<file path="config.mk">
export PLATFORM = sky130hd
export DESIGN_NAME = ahb_manager
export DESIGN_NICKNAME = d
export VERILOG_FILES = /design/src/rtl/ahb_manager.sv
export SDC_FILE = /design/constraint.sdc
export NUM_CORES = 1
export LEC_CHECK = 0
export ABC_AREA = 0
export BUFFER_PORTS_ARGS = -buffer_cell sky130_fd_sc_hd__buf_4
export CORE_UTILIZATION = 50
export CTS_CLUSTER_SIZE = 28
export DETAILED_ROUTE_END_ITERATION = 10
export HOLD_SLACK_MARGIN = 0.15
export MAX_ROUTING_LAYER = met4
export PLACE_DENSITY_LB_ADDON = 0.25
export SYNTH_ARGS = -nofsm -noshare
export SYNTH_HDL_FRONTEND = slang
export SYNTH_SLANG_ARGS = --single-unit
export TNS_END_PERCENT = 50
</file>
<file path="constraint.sdc">
create_clock -name hclk -period 3 [get_ports hclk]
set_clock_uncertainty 0.15 [all_clocks]
set_input_delay 0.6 -clock hclk [delete_from_list [all_inputs] [get_ports hclk]]
set_output_delay 0.6 -clock hclk [all_outputs]
set_load 0.1 [all_outputs]
</file>
<file path="src/rtl/ahb_manager.sv">
// AHB-Lite manager: local command/response front end driving a two-slot
// (address phase / data phase) pipeline with ERROR-driven park and reissue.
module ahb_manager #(
    parameter int ADDR_WIDTH = 3,
    parameter int DATA_WIDTH = 8
) (
    input  logic                  hclk,
    input  logic                  hreset_n,
    input  logic                  cmd_valid,
    output logic                  cmd_ready,
    input  logic                  cmd_write,
    input  logic [ADDR_WIDTH-1:0] cmd_addr,
    input  logic [2:0]            cmd_size,
    input  logic [DATA_WIDTH-1:0] cmd_wdata,
    output logic                  hsel_x,
    output logic [ADDR_WIDTH-1:0] haddr,
    output logic                  hwrite,
    output logic [2:0]            hsize,
    output logic [1:0]            htrans,
    output logic [DATA_WIDTH-1:0] hwdata,
    input  logic                  hready,
    input  logic                  hresp,
    input  logic [DATA_WIDTH-1:0] hrdata,
    output logic                  rsp_valid,
    output logic                  rsp_write,
    output logic [DATA_WIDTH-1:0] rsp_rdata,
    output logic                  rsp_err
);

    localparam logic [1:0] HTRANS_IDLE   = 2'b00;
    localparam logic [1:0] HTRANS_NONSEQ = 2'b10;

    // Address slot: haddr/hwrite/hsize double as its addr/write/size fields.
    logic                  vld_p0;
    logic                  park_p0;
    logic [DATA_WIDTH-1:0] wdata_p0;
    logic                  vld_p0_nx;
    logic                  park_p0_nx;

    // Data slot: hwdata doubles as its wdata field.
    logic                  vld_p1;
    logic                  write_p1;

    logic                  a_done;
    logic                  d_done;
    logic                  err_first;
    logic                  cmd_acc;

    assign a_done    = vld_p0 && !park_p0 && hready;
    assign d_done    = vld_p1 && hready;
    assign err_first = vld_p1 && hresp && !hready;
    assign cmd_ready = hreset_n && (!vld_p0 || a_done);
    assign cmd_acc   = cmd_valid && cmd_ready;

    // A command landing in the error-first cycle must also sit out the
    // error-second cycle, so it is loaded already parked.
    always_comb begin
        vld_p0_nx  = vld_p0;
        park_p0_nx = park_p0;
        if (cmd_acc) begin
            vld_p0_nx  = 1'b1;
            park_p0_nx = err_first;
        end else if (a_done) begin
            vld_p0_nx  = 1'b0;
            park_p0_nx = 1'b0;
        end else if (vld_p0 && park_p0 && hready) begin
            park_p0_nx = 1'b0;
        end else if (vld_p0 && err_first) begin
            park_p0_nx = 1'b1;
        end
    end

    // ---- p0 -> p1 data fields (no reset needed, qualified by valid flags)
    always_ff @(posedge hclk) begin
        if (cmd_acc) begin
            wdata_p0 <= cmd_wdata;
        end
        if (a_done) begin
            write_p1 <= hwrite;
        end
    end

    // ---- p0 address phase / p1 data phase / p2 response
    always_ff @(posedge hclk or negedge hreset_n) begin
        if (!hreset_n) begin
            vld_p0    <= 1'b0;
            park_p0   <= 1'b0;
            vld_p1    <= 1'b0;
            htrans    <= HTRANS_IDLE;
            hsel_x    <= 1'b0;
            haddr     <= '0;
            hwrite    <= 1'b0;
            hsize     <= 3'd0;
            hwdata    <= '0;
            rsp_valid <= 1'b0;
            rsp_write <= 1'b0;
            rsp_rdata <= '0;
            rsp_err   <= 1'b0;
        end else begin
            vld_p0  <= vld_p0_nx;
            park_p0 <= park_p0_nx;
            htrans  <= (vld_p0_nx && !park_p0_nx) ? HTRANS_NONSEQ : HTRANS_IDLE;
            hsel_x  <= vld_p0_nx && !park_p0_nx;
            if (cmd_acc) begin
                haddr  <= cmd_addr;
                hwrite <= cmd_write;
                hsize  <= cmd_size;
            end

            if (a_done) begin
                vld_p1 <= 1'b1;
                if (hwrite) begin
                    hwdata <= wdata_p0;
                end
            end else if (d_done) begin
                vld_p1 <= 1'b0;
            end

            rsp_valid <= d_done;
            if (d_done) begin
                rsp_write <= write_p1;
                rsp_rdata <= write_p1 ? '0 : hrdata;
                rsp_err   <= hresp;
            end
        end
    end

endmodule

</file>
==> results of run 1 <==
[where the power goes]
part           internal (W)  switching (W)
Sequential         0.000664      0.0000672
Combinational      0.000249       0.000957
Clock              0.000114       0.000159
Total               0.00103        0.00118
[how the worst max path moves through the flow]
| stage | from | endpoint | slack [ns] | cells past startpoint |
|---|---|---|---|---|
| after floorplan | hready | cmd_ready | 0.70 | 3 |
| after global placement | hready | cmd_ready | 0.91 | 5 |
| after detailed placement | hready | cmd_ready | 0.87 | 5 |
| after CTS | hreset_n | cmd_ready | 0.58 | 4 |
| after global routing | hreset_n | cmd_ready | 0.54 | 4 |
| final | hreset_n | cmd_ready | 0.58 | 4 |
[cell families (layout without fill, tap and decap cells)]
group | Yosys count | count (layout) | synth area share (%)
DFF | 39 | 39 | 68.80
and+or+nand+nor | 27 | 27 | 9.443
muxes | 17 | 17 | 12.90
AOI/OAI and AO/OA | 15 | 15 | 6.240
buffers and inverters | 7 | 69 | 2.360
other | 1 | 1 | 0.2527
[critical path: stages]
cell           delay, ns
dlygate4sd3_1       0.54
buf_4               0.13
and2_1              0.12
buf_4               0.28
[registers in the layout, summed over array words and instances (netlist names)]
register,flops
htrans,1
rsp_write,1
write_p1,1
rsp_err,1
rsp_rdata,8
hwrite,1
haddr,3
vld_p0,1
park_p0,1
hwdata,8
vld_p1,1
wdata_p0,8
rsp_valid,1
hsize,3
[cells in the final DEF, fill, tap and decap left out, types with 2 or more instances in the layout]
cell type,n
and2_1,2
buf_4,57
dfrtp_1,30
a21oi_1,3
edfxtp_1,9
o21ai_0,8
nand2_1,12
clkbuf_4,5
nand2b_1,9
mux2_2,17
inv_1,3
[per-stage QoR]
step / util (%) / setup slack [ns] / instances / area (µm²) / total power, W
floorplan: - / 0.6992 / 106 / 1484 / 0.001694
detailed placement: 69.28 / 0.8675 / 190 / 1927 / 0.001956
finish: 71.79 / 0.5827 / 199 / 1997 / 0.002210
global route: 71.79 / 0.5428 / 199 / 1997 / 0.002292
global placement: 69.28 / 0.9104 / 190 / 1927 / 0.001934
CTS: 71.79 / 0.5844 / 199 / 1997 / 0.002231
[final cells by class]
| cell class | count | area [µm²] |
|---|---|---|
| inverter | 3 | 11.26 |
| sequential | 39 | 1021 |
| multi-input combinational | 60 | 427.9 |
| tap | 31 | 38.79 |
| clock inverter | 1 | 5.005 |
| fill | 205 | 784.5 |
| timing repair buffer | 58 | 437.9 |
| clock buffer | 7 | 55.05 |
[per-layer routing]
| metal | wire length (µm) | vias up |
|---|---|---|
| li1 | - | 480 |
| met1 | 1054 | 479 |
| met2 | 1482 | 37 |
| met5 | 0 | - |
| met4 | 48 | 0 |
| met3 | 160 | 6 |
[repair_timing]
item                                   in CTS  in global routing
endpoints found under the hold margin      30                  0
hold buffers                                1                  0
resized for setup                           0                  0
==> reports/qor.csv, run 1 <==
metric;value;unit
setup_viol;0;
ys_ff_latch;39;
antenna_left;0;
hold_slack;0.2773;ns
fin_crit;2.417;ns
portBuffers;56;
antenna_found_initial;0;
htreeDepth;2;
use_met3;7.834;%
gr-usage-all-layers;20.15;%
yosysWarnings;0;
syn2layout_area_growth;34.57;%
grt_pass1_wl;4.574;mm
diodes;0;
rsz0062_at_grt;false;
tns;0;ns
worst_pin_slew;0.5075;ns
synthesis.nets;134;
powerDensity;1107;nW/µm²
via_count;1002;
p_leak;0.9502;nW
critPathArrivalTime;1.67;ns
min_delay_worst_endpoint;wdata_p0[2]$_DFFE_PP_;
drv_slew;0;
clk_pin_slew;0.11;ns
syn_inst;106;
grt_overflow;0;
r2r_end;haddr[0]$_DFFE_PN0P_;
critPathMaxFanout;3;
nNetsFinal;195;
cts.path.max_buffers;2;
fin_crit_sh;80.58;%
grt_util_met1;20.82;%
holdPathStages;1;
r2r_cells;3;
maxCapViolCount;0;
row_count;19;
path_class;input port to output port;
grt_max_degree;32;
wl_per_cell;13.79;µm
drtPass1Iterations;4;
core_area;2781;µm²
outcome;completed;
relSlewSlack;66.08;%
dominantRegCellSynth;dfrtp_1;
synth_area;1484;µm²
initial_core_util;53.35;%
yosys.area.top_type_share;50.59;%
dieArea;3189;µm²
routed_wl;2.745;mm
async_reset_ff_share;76.92;%
post-dp-hpwl;2.053;mm
syn_area_per_cell;14.00;µm²
synth_cell_types;21;
grt_pass1_vias;1041;
cts_tree;done;
top_usage_layer;met2;
r2r_setup_slack;1.26;ns
finalHoldViolCount;0;
via_per_inst;5.035;
vdd_ir_drop_max;970.5;µV
cts_buffers;5;
synth_common_cells;30 x dfrtp_1, 17 x mux2_2, 12 x nand2_1;
boundaryPins;58;
gp_congestion;0.6341;
hold_path.startpoint;cmd_wdata[2];
min-delay-path-class;input port to flop;
cts_root_buf;clkbuf_4;
synth_enable_flop_cells;9;
reg2reg_from;park_p0$_DFF_PN0_;
worstPathRequired;2.25;ns
synth.most_common_cell;dfrtp_1;
numClockSinks;39;
crit_path_start_kind;input port;
fmax;0.4137;GHz
ys_seq_area_share;68.80;%
initialDrtViolationCount;15;
die_height;56.48;µm
worstSkewPairLatency;0.34;ns
cts_setup_buffers;0;
die_w;56.48;µm
synth_area_leaders;dfrtp_1 51%, edfxtp_1 18%, mux2_2 13%, nand2b_1 3.8%, nand2_1 3.0%;
end_kind;output port;
drc;0;
grtUsageMet2;34.62;%
drive_above_1_share;49.40;%
synth.largest_area_cell;dfrtp_1;
Power figures use the tool's default switching activity.
==> run 2: changes to the inputs <==
--- a/config.mk
+++ b/config.mk
@@ -7,7 +7,7 @@
 export LEC_CHECK = 0
 export ABC_AREA = 0
 export BUFFER_PORTS_ARGS = -buffer_cell sky130_fd_sc_hd__buf_4
-export CORE_UTILIZATION = 50
+export CORE_UTILIZATION = 47
 export CTS_CLUSTER_SIZE = 28
 export DETAILED_ROUTE_END_ITERATION = 10
 export HOLD_SLACK_MARGIN = 0.15
==> constraint.sdc (replaced) <==
create_clock -name hclk -period 2.4 [get_ports hclk]
set_clock_uncertainty 0.15 [all_clocks]
set_input_delay 0.48 -clock hclk [delete_from_list [all_inputs] [get_ports hclk]]
set_output_delay 0.48 -clock hclk [all_outputs]
set_load 0.1 [all_outputs]
==> reports/qor.csv, run 2 (synthesis results as in run 1) <==
metric;value;unit
rsz0062_at_grt;false;
fin_crit_sh;91.13;%
boundaryPins;58;
fin_ws;0.2130;ns
critPathMaxFanout;4;
path_class;input port to output port;
min-delay-path-class;input port to flop;
fin_crit;2.187;ns
holdPathStages;1;
cts_buffers;5;
setup_viol;0;
drc;0;
r2r_setup_slack;0.63;ns
route.met3.wl;134;µm
fin_util;68.47;%
cts.path.max_buffers;2;
cts_tree;done;
gr-usage-all-layers;18.38;%
clk_pin_slew;0.11;ns
nNetsFinal;202;
htreeDepth;2;
die_height;58.19;µm
wl_met2;1.406;mm
grt_max_degree;31;
routed_wl;2.799;mm
gp_congestion;0.6633;
diodes;0;
finalHoldViolCount;0;
numClockSinks;39;
core_area;3028;µm²
reg.largest.list;hwdata x8, rsp_rdata x8, wdata_p0 x8;
crit_path_start_kind;input port;
die_w;58.19;µm
worstSkewPairLatency;0.33;ns
portBuffers;56;
worst_pin_slew;0.5277;ns
layout.cells.non_filler;219;
antenna_found_initial;0;
tns;0;ns
final_cell_mix;57 x buf_4, 30 x dfrtp_1, 17 x mux2_2, 12 x nand2_1;
row_count;20;
fmax;0.4572;GHz
antenna_left;0;
maxCapViolCount;0;
multi_input_area;427.9;µm²
fill_cells;258;
powerDensity;1324;nW/µm²
drt-met1-wl;1.217;mm
wl_per_cell;12.78;µm
min_delay_worst_endpoint;wdata_p0[7]$_DFFE_PP_;
hold_path.startpoint;cmd_wdata[7];
drtPass1Iterations;4;
relSlewSlack;64.73;%
via_count;1054;
r2r_end;hwrite$_DFFE_PN0P_;
initial_core_util;49.01;%
syn2layout_area_growth;39.71;%
critPathArrivalTime;1.56;ns
grt_pass1_wl;4.347;mm
initialDrtViolationCount;22;
end_kind;output port;
topRoutingLayerUsed;met4;
r2r_cells;3;
p_leak;0.9734;nW
regArea;1021;µm²
dp_cells;203;
via_per_inst;4.813;
cts_root_buf;clkbuf_4;
reg2reg_from;park_p0$_DFF_PN0_;
vdd_ir_drop_max;801.8;µV
grt_overflow;0;
grt_pass1_vias;1000;
outcome;completed;
drive_above_1_share;46.86;%
drv_slew;0;
hold_slack;0.1708;ns
final_common_cell;buf_4;
post-place-ws;0.4807;ns
post-dp-hpwl;1.934;mm
dieArea;3386;µm²
worstPathRequired;1.77;ns
## run 2: changes by cell type in the layout (fill, tap and decap cells not counted)
| cell | before | now |
|---|---|---|
| clkbuf_1 | 1 | 2 |
| clkbuf_8 | 1 | 0 |
| dlygate4sd3_1 | 1 | 8 |
## run 2: power breakdown
group / total (W) / switching (W) / leakage (nW) / internal, W
Clock: 0.000313 / 0.000199 / 0.0293 / 0.000114
Combinational: 0.00152 / 0.00120 / 0.491 / 0.000319
Sequential: 0.000916 / 0.0000867 / 0.453 / 0.000830
Total: 0.00275 / 0.00148 / 0.973 / 0.00126
## run 2: worst max-delay path, stage by stage
cell and delay, ns:
dlygate4sd3_1 0.53, buf_4 0.13, and2_1 0.13, buf_4 0.28
## run 2: layout make-up
cell class / count / area share, %
tap: 44 / 2.655
inverter: 3 / 0.5431
sequential: 39 / 49.25
clock buffer: 7 / 2.173
timing repair buffer: 65 / 24.50
clock inverter: 1 / 0.2414
multi-input combinational: 60 / 20.64
## run 2: per-layer routing
metal | track usage (%) | vias up
li1 | - | 494
met1 | 22.29 | 522
met2 | 28.41 | 33
met3 | 4.911 | 5
met4 | 9.184 | 0
met5 | - | -
## run 2: stage by stage
step | total power (W) | instance area (µm²)
final | 0.002745 | 2073
after global routing | 0.002847 | 2073
after CTS | 0.002758 | 2003
after detailed placement | 0.002443 | 1943
after global placement | 0.002422 | 1943
after floorplan | 0.002118 | 1484
## run 2: how the worst max path moves through the flow
stage	slack [ns]	start	endpoint	cells after the start
floorplan	0.34	hready	cmd_ready	3
global placement	0.54	hready	cmd_ready	5
detailed placement	0.48	hready	cmd_ready	5
CTS	0.21	hreset_n	cmd_ready	4
global route	0.16	park_p0$_DFF_PN0_	cmd_ready	4
finish	0.21	hreset_n	cmd_ready	4
## run 2: repair_timing
| action | in CTS | in global routing |
|---|---|---|
| hold endpoints to repair | 30 | 7 |
| gates resized for setup | 0 | 0 |
| hold buffers | 1 | 7 |
| buffers inserted | 0 | 0 |
==> run 3: changes to the inputs <==
--- a/config.mk
+++ b/config.mk
@@ -7,7 +7,8 @@
 export LEC_CHECK = 0
 export ABC_AREA = 0
 export BUFFER_PORTS_ARGS = -buffer_cell sky130_fd_sc_hd__buf_4
-export CORE_UTILIZATION = 47
+export CORE_UTILIZATION = 49
+export CTS_BUF_LIST = sky130_fd_sc_hd__clkbuf_8
 export CTS_CLUSTER_SIZE = 28
 export DETAILED_ROUTE_END_ITERATION = 10
 export HOLD_SLACK_MARGIN = 0.15
==> reports/qor.csv, run 3 (synthesis results as in run 1) <==
metric;value;unit
outcome;finished with violations;
failed_checks;DRC;
reg.largest.list;hwdata x8, rsp_rdata x8, wdata_p0 x8;
tns;0;ns
power_frac_comb;53.3;%
initial_core_util;52.90;%
cpPeakStageDelay;0.54;ns
boundaryPins;58;
final_cell_mix;57 x buf_4, 30 x dfrtp_1, 17 x mux2_2, 12 x nand2_1;
critPathMaxFanout;7;
worst_pin_slew;0.5298;ns
path_cells;dlygate4sd3_1 -> buf_4 -> and2_1 -> buf_4;
crit_top_cell;buf_4;
crit_slowest_cell;dlygate4sd3_1;
setup_viol;0;
drv_slew;0;
cts_tree;done;
core_area;2805;µm²
antenna_left;0;
worstPathRequired;1.77;ns
min_delay_worst_endpoint;wdata_p0[0]$_DFFE_PP_;
cts_root_buf;clkbuf_8;
initialDrtViolationCount;39;
grt_pass1_wl;4.533;mm
crit_path_start_kind;input port;
fin_crit;2.243;ns
dieArea;3252;µm²
relSlewSlack;64.60;%
nNetsFinal;195;
fin_crit_sh;93.45;%
cts.path.max_buffers;2;
post-dp-hpwl;2.054;mm
reg2reg_from;park_p0$_DFF_PN0_;
cts_setup_buffers;0;
cts_buffers;5;
powerDensity;1404;nW/µm²
seqPwrFrac;32.3;%
die_w;57.03;µm
cts_resized;0;
holdPathStages;1;
hold_path.startpoint;cmd_wdata[0];
post-place-ws;0.4790;ns
path_class;input port to output port;
routed_wl;2.723;mm
diodes;0;
r2r_cells;3;
fmax;0.4459;GHz
clk_pin_slew;0.07;ns
via_count;999;
p_clk_share;14.4;%
antenna_found_initial;0;
row_count;19;
fin_util;72.08;%
hold_slack;0.2168;ns
via_per_inst;5.020;
grt_pass1_vias;1012;
syn2layout_area_growth;36.26;%
gr-usage-all-layers;20.19;%
rsz0062_at_grt;false;
gp_congestion;0.6830;
r2r_setup_slack;0.68;ns
die_height;57.03;µm
end_kind;output port;
r2r_end;hsize[1]$_DFFE_PN0P_;
critPathArrivalTime;1.61;ns
p_switching;0.001497;W
wl_per_cell;13.68;µm
switching_share;52.75;%
vdd_ir_drop_max;748.4;µV
htreeDepth;2;
grt_max_degree;28;
ctsHoldBuffers;1;
drtPass1Iterations;7;
intPower;0.001341;W
p_leak;0.9603;nW
drive_above_1_share;49.40;%
numClockSinks;39;
drc;8;
portBuffers;56;
grt_overflow;0;
fin_ws;0.1572;ns
final_common_cell;buf_4;
worstSkewPairLatency;0.28;ns
min-delay-path-class;input port to flop;
finalHoldViolCount;0;
maxCapViolCount;0;
==> run 3: cell count changes in the layout (fill, tap and decap cells not counted) <==
cell           before  now
clkbuf_8            0    5
dlygate4sd3_1       8    1
clkinvlp_4          0    1
inv_1               3    4
clkbuf_4            5    0
clkbuf_1            2    0
==> run 3: worst max path at each step <==
stage | start | cells past startpoint | endpoint
final | hreset_n | 4 | cmd_ready
after global routing | hreset_n | 4 | cmd_ready
after CTS | hreset_n | 4 | cmd_ready
after detailed placement | hready | 5 | cmd_ready
after global placement | hready | 5 | cmd_ready
after floorplan | hready | 3 | cmd_ready
==> run 3: worst max-delay path: cells and delay by family <==
family        cells  cell delay (ns)
buf+inv           3             0.99
simple gates      1             0.14
==> run 3: metrics by stage <==
step	cells	area [µm²]	total power (W)
after CTS	199	2022	0.002863
final	199	2022	0.002838
after global routing	199	2022	0.002944
after global placement	190	1927	0.002421
after floorplan	106	1484	0.002118
after detailed placement	190	1927	0.002448
==> run 3: layout make-up <==
cell class / instances / area, µm²
Sequential cell: 39 / 1021
Fill cell: 221 / 783.3
Timing Repair Buffer: 58 / 437.9
Multi-Input combinational cell: 60 / 427.9
Clock buffer: 5 / 68.82
Tap cell: 31 / 38.79
Clock inverter: 3 / 16.27
Inverter: 3 / 11.26
==> run 3: routing by layer <==
metal | global-route usage (%) | vias to the layer above | wire (µm) | share of wire (%)
met4 | 11.85 | 0 | 55 | 2.0
met2 | 33.45 | 41 | 1418 | 52
met1 | 22.24 | 469 | 1077 | 40
met3 | 4.762 | 8 | 171 | 6.3
met5 | - | - | 0 | 0
li1 | - | 481 | - | -
==> run 3: power by group through the flow <==
stage | Combinational (W) | Sequential, W | Clock [W]
after floorplan | 0.000205 | 0.00191 | 0
after global placement | 0.00150 | 0.000920 | 0
after detailed placement | 0.00152 | 0.000931 | 0
after CTS | 0.00152 | 0.000918 | 0.000427
after global routing | 0.00155 | 0.000938 | 0.000452
final | 0.00151 | 0.000917 | 0.000410
